### config.mk
export PLATFORM = sky130hd
export DESIGN_NAME = polytone
export DESIGN_NICKNAME = d
export VERILOG_FILES = /design/src/rtl/polytone.sv
export SDC_FILE = /design/constraint.sdc
export NUM_CORES = 1
export LEC_CHECK = 0
export CORE_MARGIN = 2
export CORE_UTILIZATION = 30
export DETAILED_ROUTE_END_ITERATION = 10
export GPL_TIMING_DRIVEN = 0
export PLACE_DENSITY_LB_ADDON = 0.2
export SLEW_MARGIN = 20
export SYNTH_ARGS = -nofsm -noshare
export SYNTH_HDL_FRONTEND = slang
export SYNTH_SLANG_ARGS = --single-unit
### constraint.sdc
create_clock -name clk -period 6.4 [get_ports clk]
set_input_delay 0.96 -clock clk [delete_from_list [all_inputs] [get_ports clk]]
set_output_delay 0.96 -clock clk [all_outputs]
set_load 0.1 [all_outputs]
### src/rtl/polytone.sv
// polytone: multi-channel square-wave tone generator. Each channel owns a
// half-period divider and an optional toggle-count duration. The channel
// squares are mixed into one speaker bit by a first-order delta-sigma
// accumulator, so the density of ones on the output equals sum/CHANNELS.
module polytone #(
    parameter int CHANNELS  = 4,
    parameter int DIV_WIDTH = 32,
    parameter int DUR_WIDTH = 24,
    parameter int CW        = (CHANNELS > 1) ? $clog2(CHANNELS) : 1
) (
    input  logic                 clk,
    input  logic                 resetn,
    input  logic                 cfg_we,
    input  logic [CW-1:0]        cfg_chan,
    input  logic [DIV_WIDTH-1:0] cfg_divider,
    input  logic [DUR_WIDTH-1:0] cfg_duration,
    input  logic                 mute,
    output logic                 speaker,
    output logic [CHANNELS-1:0]  active,
    output logic [CHANNELS-1:0]  done
);
    // Popcount width holds 0..CHANNELS; the accumulator needs one more bit
    // because acc+sum reaches 2*CHANNELS-1 before the wrap subtraction.
    localparam int SW  = $clog2(CHANNELS + 1);
    localparam int AW  = SW + 1;
    localparam int CWP = CW + 1;
    localparam logic [AW-1:0]  CH_A = AW'(CHANNELS);
    localparam logic [CWP-1:0] CH_C = CWP'(CHANNELS);

    logic [CHANNELS-1:0] sq_vec;
    logic                chan_ok;
    logic [SW-1:0]       sum_next;
    logic [AW-1:0]       t_next;
    logic [AW-1:0]       acc_reg;
    logic [AW-1:0]       acc_next;
    logic                spk_reg;
    logic                spk_next;

    // Selects at or above CHANNELS (possible when CHANNELS is not a power
    // of two) must not touch any channel.
    assign chan_ok = ({1'b0, cfg_chan} < CH_C);

    for (genvar gi = 0; gi < CHANNELS; gi++) begin : g_chan
        logic [DIV_WIDTH-1:0] div_reg;
        logic [DIV_WIDTH-1:0] phase_reg;
        logic [DUR_WIDTH-1:0] rem_reg;
        logic                 sq_reg;
        logic                 done_reg;
        logic                 wr;

        assign wr = cfg_we && chan_ok && (cfg_chan == CW'(gi));

        // Channel divider/duration/square state; a write overrides any
        // toggle or expiry happening on the same edge.
        always_ff @(posedge clk or negedge resetn) begin
            if (!resetn) begin
                div_reg   <= '0;
                phase_reg <= '0;
                rem_reg   <= '0;
                sq_reg    <= 1'b0;
                done_reg  <= 1'b0;
            end else begin
                done_reg <= 1'b0;
                if (wr) begin
                    div_reg   <= cfg_divider;
                    rem_reg   <= cfg_duration;
                    phase_reg <= '0;
                    sq_reg    <= 1'b0;
                end else if (div_reg == '0) begin
                    phase_reg <= '0;
                    sq_reg    <= 1'b0;
                end else if (phase_reg != div_reg) begin
                    phase_reg <= phase_reg + DIV_WIDTH'(1);
                end else begin
                    phase_reg <= '0;
                    if (rem_reg == DUR_WIDTH'(1)) begin
                        // Last toggle: stop the channel and force the square
                        // low, which truncates the high half for odd counts.
                        rem_reg  <= '0;
                        div_reg  <= '0;
                        sq_reg   <= 1'b0;
                        done_reg <= 1'b1;
                    end else begin
                        sq_reg <= ~sq_reg;
                        if (rem_reg != '0) begin
                            rem_reg <= rem_reg - DUR_WIDTH'(1);
                        end
                    end
                end
            end
        end

        assign sq_vec[gi] = sq_reg;
        assign active[gi] = (div_reg != '0);
        assign done[gi]   = done_reg;
    end

    // Count how many channel squares are currently high and form the
    // next delta-sigma accumulator value.
    always_comb begin
        sum_next = '0;
        for (int i = 0; i < CHANNELS; i++) begin
            sum_next = sum_next + SW'(sq_vec[i]);
        end
        t_next = acc_reg + AW'(sum_next);
        if (t_next >= CH_A) begin
            spk_next = 1'b1;
            acc_next = t_next - CH_A;
        end else begin
            spk_next = 1'b0;
            acc_next = t_next;
        end
    end

    // Registered mixer; mute only gates the output, never the accumulator.
    always_ff @(posedge clk or negedge resetn) begin
        if (!resetn) begin
            acc_reg <= '0;
            spk_reg <= 1'b0;
        end else begin
            acc_reg <= acc_next;
            spk_reg <= spk_next;
        end
    end

    assign speaker = spk_reg & ~mute;

endmodule
**Word level (Yosys, flattened, before mapping)**

Cells that the tools add are included.

- Add/subtract/negate cells: 13
- $lt $le $gt $ge: 1
- Equal/unequal tests: 23
- Muxes and demuxes: 82
- Bitwise logic cells: 6
- Reduce and logical (&&, ||, !) cells: 33

Operator list:

| kind | number |
|---|---|
| $mux 32 | 28 |
| $mux 24 | 20 |
| $add 32x1->32 const B | 4 |
| $logic_not 32->1 | 4 |
| $ne 32x32->1 | 4 |
| $reduce_bool 32->1 | 4 |
| $eq 24x1->1 const B | 4 |
| $reduce_bool 24->1 | 4 |
| $sub 24x1->24 const B | 4 |
| $mux 1 | 33 |
| $reduce_and 3->1 | 8 |
| $ne 2x2->1 const B | 8 |
| $ne 3x3->1 const B | 4 |
| $reduce_bool 3->1 | 4 |
| $reduce_bool 2->1 | 4 |
| $not 1->1 | 5 |
| $add 4x3->4 | 1 |
| $eq 2x2->1 const B | 2 |
| $ge 4x3->1 const B | 1 |
| $logic_and 1x1->1 | 4 |
| $mux 4 | 1 |
| $sub 4x3->4 const B | 1 |
| $add 2x1->3 | 1 |
| $add 3x1->3 | 1 |
| 4 further kinds | 4 |

- Register bits after elaboration: 365
- Input bits: 62
- Output and inout bits: 9
- Logic and storage cells: 180

**Longest topological paths before layout**

Gate-level depths: netlist of run 1.

- Depth after elaboration: 6
- Gate-level depth with buffers: 9
- Mapped depth without buffers: 8

**Worst setup path before layout of run 1**

OpenSTA, ideal clock, no wires.

- Path kind: input to output
- Start: in mute
- End: out speaker
- Arrival: 2295 ps
- Data required time: 5440 ps
- Path slack: 3145 ps
- Stages: 1
- Path buffers: 0
- Cell sequence: nor2b_1

- Cells in the longest elaborated chain, start to end: 2

RTL lines:

| item | RTL line | source |
|---|---|---|
| from (decl) | 17 | `input logic mute,` |
| $not 1->1 | 126 | `assign speaker = spk_reg & ~mute;` |
| $and 1x1->1 | 126 |  |
| to (decl) | 18 | `output logic speaker,` |

No other way between the ends.

**Worst setup path after layout of run 1**

- Start: reg g_chan[3].div_reg[0]
- End: out active[3]

- Cells in the longest elaborated chain, start to end: 1

RTL lines:

| item | RTL line | source |
|---|---|---|
| from (decl) | 44 | `logic [DIV_WIDTH-1:0] div_reg;` |
| from (signal assigned) | 65 | `div_reg <= cfg_divider;` |
| $reduce_bool 32->1 | 94 | `assign active[gi] = (div_reg != '0);` |
| to (decl) | 19 | `output logic [CHANNELS-1:0] active,` |

No other way between the ends.

==> out/qor.yml, run 1 <==
crit_slowest_cell: "clkdlybuf4s50_1"
drt_pass1_iterations: 5
cp_cell_sequence: "nor4_1, nand4_1, nor2_1, inv_1, clkdlybuf4s50_1"
slowest_delay_ns: 1.03
critPathBufInv: 2
fin_ws_ns: 1.861
synthCells: 2069
synth_area_per_cell_um2: 9.372
wirelength_um: 67910
clock_path_buffers: 3
grt_pass1_wl_um: 103300
r2r_setup_slack_ns: 2.71
core_region_area_um2: 64230
final-setup-viol-count: 0
max_slew_margin_pct: 25.84
worstSetupPathType: "register to output pin"
wl_met1_um: 30130
skew_ns: 0.02963
wl_met3_um: 4959
portBuffers: 68
vias: 16818
vias_per_cell: 5.467
synth_edf_count: 0
clockRootBuffer: "clkbuf_16"
syn_area_um2: 19390
crit_fanout: 7
hold_viol: 0
async_reset_ff_share_pct: 100.0
post_dp_cell_area_um2: 21270
grt_use_total_pct: 20.18
worstMarginPinSlew_ns: 1.102
timing.fmax_ghz: 0.2203
area_growth_pct: 17.16
syn-num-nets: 2147
drv_cap: 0
arrival_ns: 3.58
wl_per_cell_um: 22.08
cts_max_level: 2
power.density_nw_per_um2: 283.4
ys_ff_latch: 365
post-route-util_pct: 35.37
die_area_um2: 66680
post_cts_resized: 0
cp_top_family: "simple AND/OR/NAND/NOR gates"
synth_warnings: 0
leakage_nw: 9.806
cts_sinks: 365
finalSetupTns_ns: 0
numCtsBuffers: 43
antenna_found_initial: 0
post-route-drc-count: 0
drt_iter0_drc: 1473
fin_nets: 2264
die_width_um: 258.2
synth_flop_cell: "dfrtp_1"
place_ws_ns: 2.333
p_total_mw: 6.438
overflow: 0
worstSetupEndpointType: "output pin"
gp_congestion: 0.9132
fin_area_um2: 22720
status: "completed"
yosysSeqAreaShare_pct: 47.11
die_h_um: 258.2
cts_setup_buffers: 0
hpwl_um: 48400
start_kind: "register"
cts.clk_slew.worst_paths_ns: 0.06
drv_slew: 0
ant_nets: 0
top_layer: "met4"
yosysUniqueCellTypes: 66
finalCritPeriodShare_pct: 70.93
fp-row-count: 93
hp-class: "input port to async pin"
cp_data_required_time_ns: 5.44
met2WireLength_um: 31030
cts_hold_buffers: 0
vdd_drop_max_v: 0.0002007
io_pins: 71
rsz0062_at_grt: "false"
drive_gt1_share_pct: 5.450
start_util_pct: 30.19
grt_max_degree: 98
cts_tree: "built"
fin_crit_ns: 4.539
clkLatencyLatePin_ns: 0.60
grt_pass1_vias: 16344
worst paths after layout:
check,cells after the start,from,end
max,5,g_chan[3].div_reg[0],active[3]
min,1,resetn,g_chan[3].done_reg
max reg2reg,8,g_chan[0].rem_reg[7],g_chan[0].rem_reg[10]
min reg2reg,1,g_chan[1].phase_reg[0],g_chan[1].phase_reg[0]
max in group asynchronous,3,resetn,g_chan[1].phase_reg[16]
min in group clk,1,g_chan[1].phase_reg[0],g_chan[1].phase_reg[0]
cell usage after synthesis, types with 21 or more instances:
library cell,n,share of area (%)
inv_1,42,0.81
xor2_1,198,8.9
dfrtp_1,365,47
nand3_1,76,2.0
o211ai_1,26,1.0
nor2_1,251,4.9
or4_1,21,0.81
clkbuf_1,91,1.8
o21ai_0,81,2.1
nor4_1,94,3.0
nand4_1,60,1.9
xnor2_1,54,2.4
nand2_1,210,4.1
a21oi_1,50,1.3
a22o_1,96,4.3
nor3_1,75,1.9
a31oi_1,21,0.68
routing by layer:
| metal | GRT usage [%] | vias up |
|---|---|---|
| met4 | 5.973 | 0 |
| li1 | - | 7682 |
| met2 | 31.83 | 604 |
| met1 | 28.59 | 8430 |
| met3 | 3.071 | 102 |
| met5 | 0 | - |
worst register-to-register path, stage by stage, from the launching register on:
cell      delay, ns
dfrtp_1        0.41
nor4_1         0.89
nand3_1        0.24
nor4_1         0.77
nor4b_1        0.11
clkbuf_1       0.34
clkbuf_1       0.39
a32oi_1        0.27
o21ai_0        0.12
power breakdown:
part / switching (mW) / internal (mW)
combinational: 0.516 / 0.415
clock: 1.08 / 1.49
sequential: 0.349 / 2.59
cell type report:
type,count,area [um2]
sequential,365,9134
fill,6649,41510
timing repair buffer,72,795.8
clock inverter,23,265.3
antenna,1,2.502
clock buffer,56,1165
multi-input combinational,1556,9691
buffer,106,437.9
tap,855,1070
inverter,42,157.7
stage by stage:
stage	hold WS [ns]	cells
floorplan	0.4646	2069
global placement	0.5156	2992
detailed placement	0.5275	2996
CTS	0.2816	3075
global route	0.3093	3075
finish	0.2949	3076
cell usage in the layout, fill, tap and decap left out, types with 6 or more instances in the layout:
cell	n
o22ai_1	8
nand2_1	210
nand3_1	76
a22o_1	96
clkinv_2	14
ha_1	13
clkbuf_16	43
o31ai_1	13
nand2b_1	10
a31o_2	6
o211ai_1	26
clkbuf_1	100
nor2b_1	6
or4_1	21
inv_1	42
and3_1	19
xnor2_1	54
nor3_1	75
nor4_1	91
dfrtp_1	365
clkdlybuf4s50_1	67
buf_2	8
nand4_1	60
a21oi_1	50
a221o_1	7
xor2_1	198
a31oi_1	21
mux2i_1	20
or3_1	19
nor2_1	251
and4_1	20
a211o_1	18
o221ai_1	6
nor3b_1	6
or2_2	14
o21ai_0	81
cell families (layout without fill, tap and decap cells):
kind of cell / Yosys count / after routing / synth area share (%)
muxes: 20 / 20 / 1.032
DFF: 365 / 365 / 47.11
and+or+nand+nor: 903 / 903 / 22.93
other: 0 / 1 / 0
buffers and inverters: 148 / 299 / 3.072
AOI/OAI and AO/OA: 365 / 365 / 13.33
xor gates and xnor gates: 252 / 252 / 11.38
adders and majority gates: 16 / 16 / 1.149
Note: power is estimated with default switching activity, not from simulation.
==> run 2, diff against run 1 <==
clock period = 3.9 ns   (was 6.4 ns; I/O delays follow)
==> run 2 against run 1 <==
Via count shrank 0.31%. Sequential power grew 64%. Count of clock-buffer cells in the layout is the same. Sequential cell count is the same. Hold slack gained 0.23 ns. Critical path depth is the same.
==> out/qor.yml, run 2 (synthesis results as in run 1) <==
vias_per_cell: 5.451  # -0.31%
finalCritPeriodShare_pct: 96.69
grt_use_total_pct: 20.18  # unchanged
core_region_area_um2: 64230  # unchanged
p_sw_mw: 3.184  # +64%
p_total_mw: 10.56  # +64%
die_h_um: 258.2  # unchanged
die_width_um: 258.2  # unchanged
fin_ws_ns: 0.1289  # -1.732 ns
start_util_pct: 30.19  # unchanged
power_frac_seq_pct: 45.7  # about the same
final_cell_count_no_fill: 3076  # unchanged
drv_cap: 0  # unchanged
ant_nets: 0  # unchanged
max_slew_margin_pct: 26.32  # +0.48 points
p_int_mw: 7.380  # +64%
wl_per_cell_um: 22.06  # about the same
cp_data_required_time_ns: 3.31  # -2.13 ns
combPwrFrac_pct: 14.5  # about the same
skew_ns: 0.02949  # -0.0001474 ns
clockRootBuffer: "clkbuf_16"
drt_iter0_drc: 1442  # -2.1%
swShare_pct: 30.14  # about the same
grt_max_degree: 98  # unchanged
drive_gt1_share_pct: 5.538  # +0.088 points
worstMarginPinSlew_ns: 1.095  # -0.007156 ns
post-route-util_pct: 35.40  # about the same
hold_viol: 0  # unchanged
drt_pass1_iterations: 5  # unchanged
vias: 16766  # -0.31%
mostFrequentLayoutCells: "dfrtp_1 (365), nor2_1 (251), nand2_1 (210)"
cts_tree: "built"
n_antenna_cell: 0  # -1
die_area_um2: 66680  # unchanged
hpwl_um: 48400  # unchanged
fin_nets: 2265  # +0.044%
clock_path_buffers: 3  # unchanged
numCtsBuffers: 43  # unchanged
cts_max_level: 2  # unchanged
crit_fanout: 6  # -1
fin_area_um2: 22740  # about the same
post-route-drc-count: 0  # unchanged
hp-class: "input port to async pin"
portBuffers: 68  # unchanged
grt_pass1_vias: 16344  # unchanged
fp-row-count: 93  # unchanged
drv_slew: 0  # unchanged
io_pins: 71  # unchanged
final-setup-viol-count: 0  # unchanged
clkLatencyLatePin_ns: 0.60  # about the same
cts_setup_buffers: 0  # unchanged
worstSetupPathType: "register to output pin"
timing.fmax_ghz: 0.2652
wirelength_um: 67870  # about the same
worstSetupEndpointType: "output pin"
cts_sinks: 365  # unchanged
clkPwrFrac_pct: 39.9  # about the same
gp_congestion: 0.9132  # unchanged
post_dp_cell_area_um2: 21270  # unchanged
start_kind: "register"
holdWs_ns: 0.5237  # +0.2288 ns
dp.cells: 2996  # unchanged
overflow: 0  # unchanged
arrival_ns: 3.19  # -0.39 ns
num-fill-cells: 6644  # -0.075%
leakage_nw: 9.808  # about the same
finalSetupTns_ns: 0  # unchanged
place_ws_ns: 0.2083  # -2.125 ns
fin_crit_ns: 3.771
cts.clk_slew.worst_paths_ns: 0.06  # about the same
status: "completed"
grt_pass1_wl_um: 103300  # unchanged
area_growth_pct: 17.27  # about the same
power.density_nw_per_um2: 464.6  # +64%
final_common_cell: "dfrtp_1"
antenna_found_initial: 0  # unchanged
rsz0062_at_grt: "false"
vdd_drop_max_v: 0.0003283  # +64%
## run 2: changes by cell type in the layout (fill, tap and decap cells not counted)
| cell | change |
|---|---|
| nor4_2 | +2 |
| nor4_1 | -2 |
| dlygate4sd2_1 | +1 |
| dlymetal6s2s_1 | +1 |
| diode_2 | -1 |
| clkdlybuf4s50_1 | -2 |
| dlygate4sd3_1 | +1 |
## run 2: area by class of cell
type | instances | area, um2 | share of cell area, %
repair buffers | 73 | 807.0 | 3.549
clock buffers | 56 | 1165 | 5.123
well taps | 855 | 1070 | 4.705
flip-flops and latches | 365 | 9134 | 40.17
inverters | 42 | 157.7 | 0.6933
multi-input cells | 1556 | 9703 | 42.67
clock inverters | 23 | 265.3 | 1.167
plain buffers | 106 | 437.9 | 1.926
## run 2: final timing paths
kind / start / to / slack, ns / cells after the start
min in group clk: g_chan[1].phase_reg[0] / g_chan[1].phase_reg[0] / 0.52 / 1
worst max-delay path: g_chan[3].div_reg[0] / active[3] / 0.13 / 5
max in group asynchronous: resetn / g_chan[1].phase_reg[16] / 2.13 / 4
worst min register to register: g_chan[1].phase_reg[0] / g_chan[1].phase_reg[0] / 0.52 / 1
worst max register to register: g_chan[3].phase_reg[24] / g_chan[3].rem_reg[5] / 0.29 / 7
worst min-delay path: resetn / g_chan[3].done_reg / 0.52 / 2
## run 2: repair_timing
item                       4_1_cts  5_1_grt
setup endpoints to repair        1        3
hold buffers                     1        0
hold endpoints to repair        49        0
gates resized for setup          1        3
## run 2: routing by layer
metal / share of wire (%) / routed length [um] / GRT usage [%] / vias to the layer above
met5: 0 / 0 / 0 / -
met4: 2.6 / 1753 / 5.973 / 0
met3: 6.3 / 4287 / 3.061 / 96
met2: 46 / 31020 / 31.83 / 574
met1: 45 / 30810 / 28.60 / 8419
li1: - / - / - / 7677
## run 2: power groups by stage
stage	combinational [mW]	clock, mW	sequential [mW]
finish	1.53	4.21	4.82
global route	1.70	4.46	4.89
CTS	1.53	4.32	4.81
detailed placement	1.52	0	4.86
global placement	1.48	0	4.87
floorplan	1.02	0	4.69
## run 2: critical path, cell delays in order, from the launching register on
cell           delay, ns
dfrtp_1             0.43
nor4_1              0.41
nand4_1             0.19
nor2_1              0.70
inv_1               0.22
dlygate4sd2_1       0.66
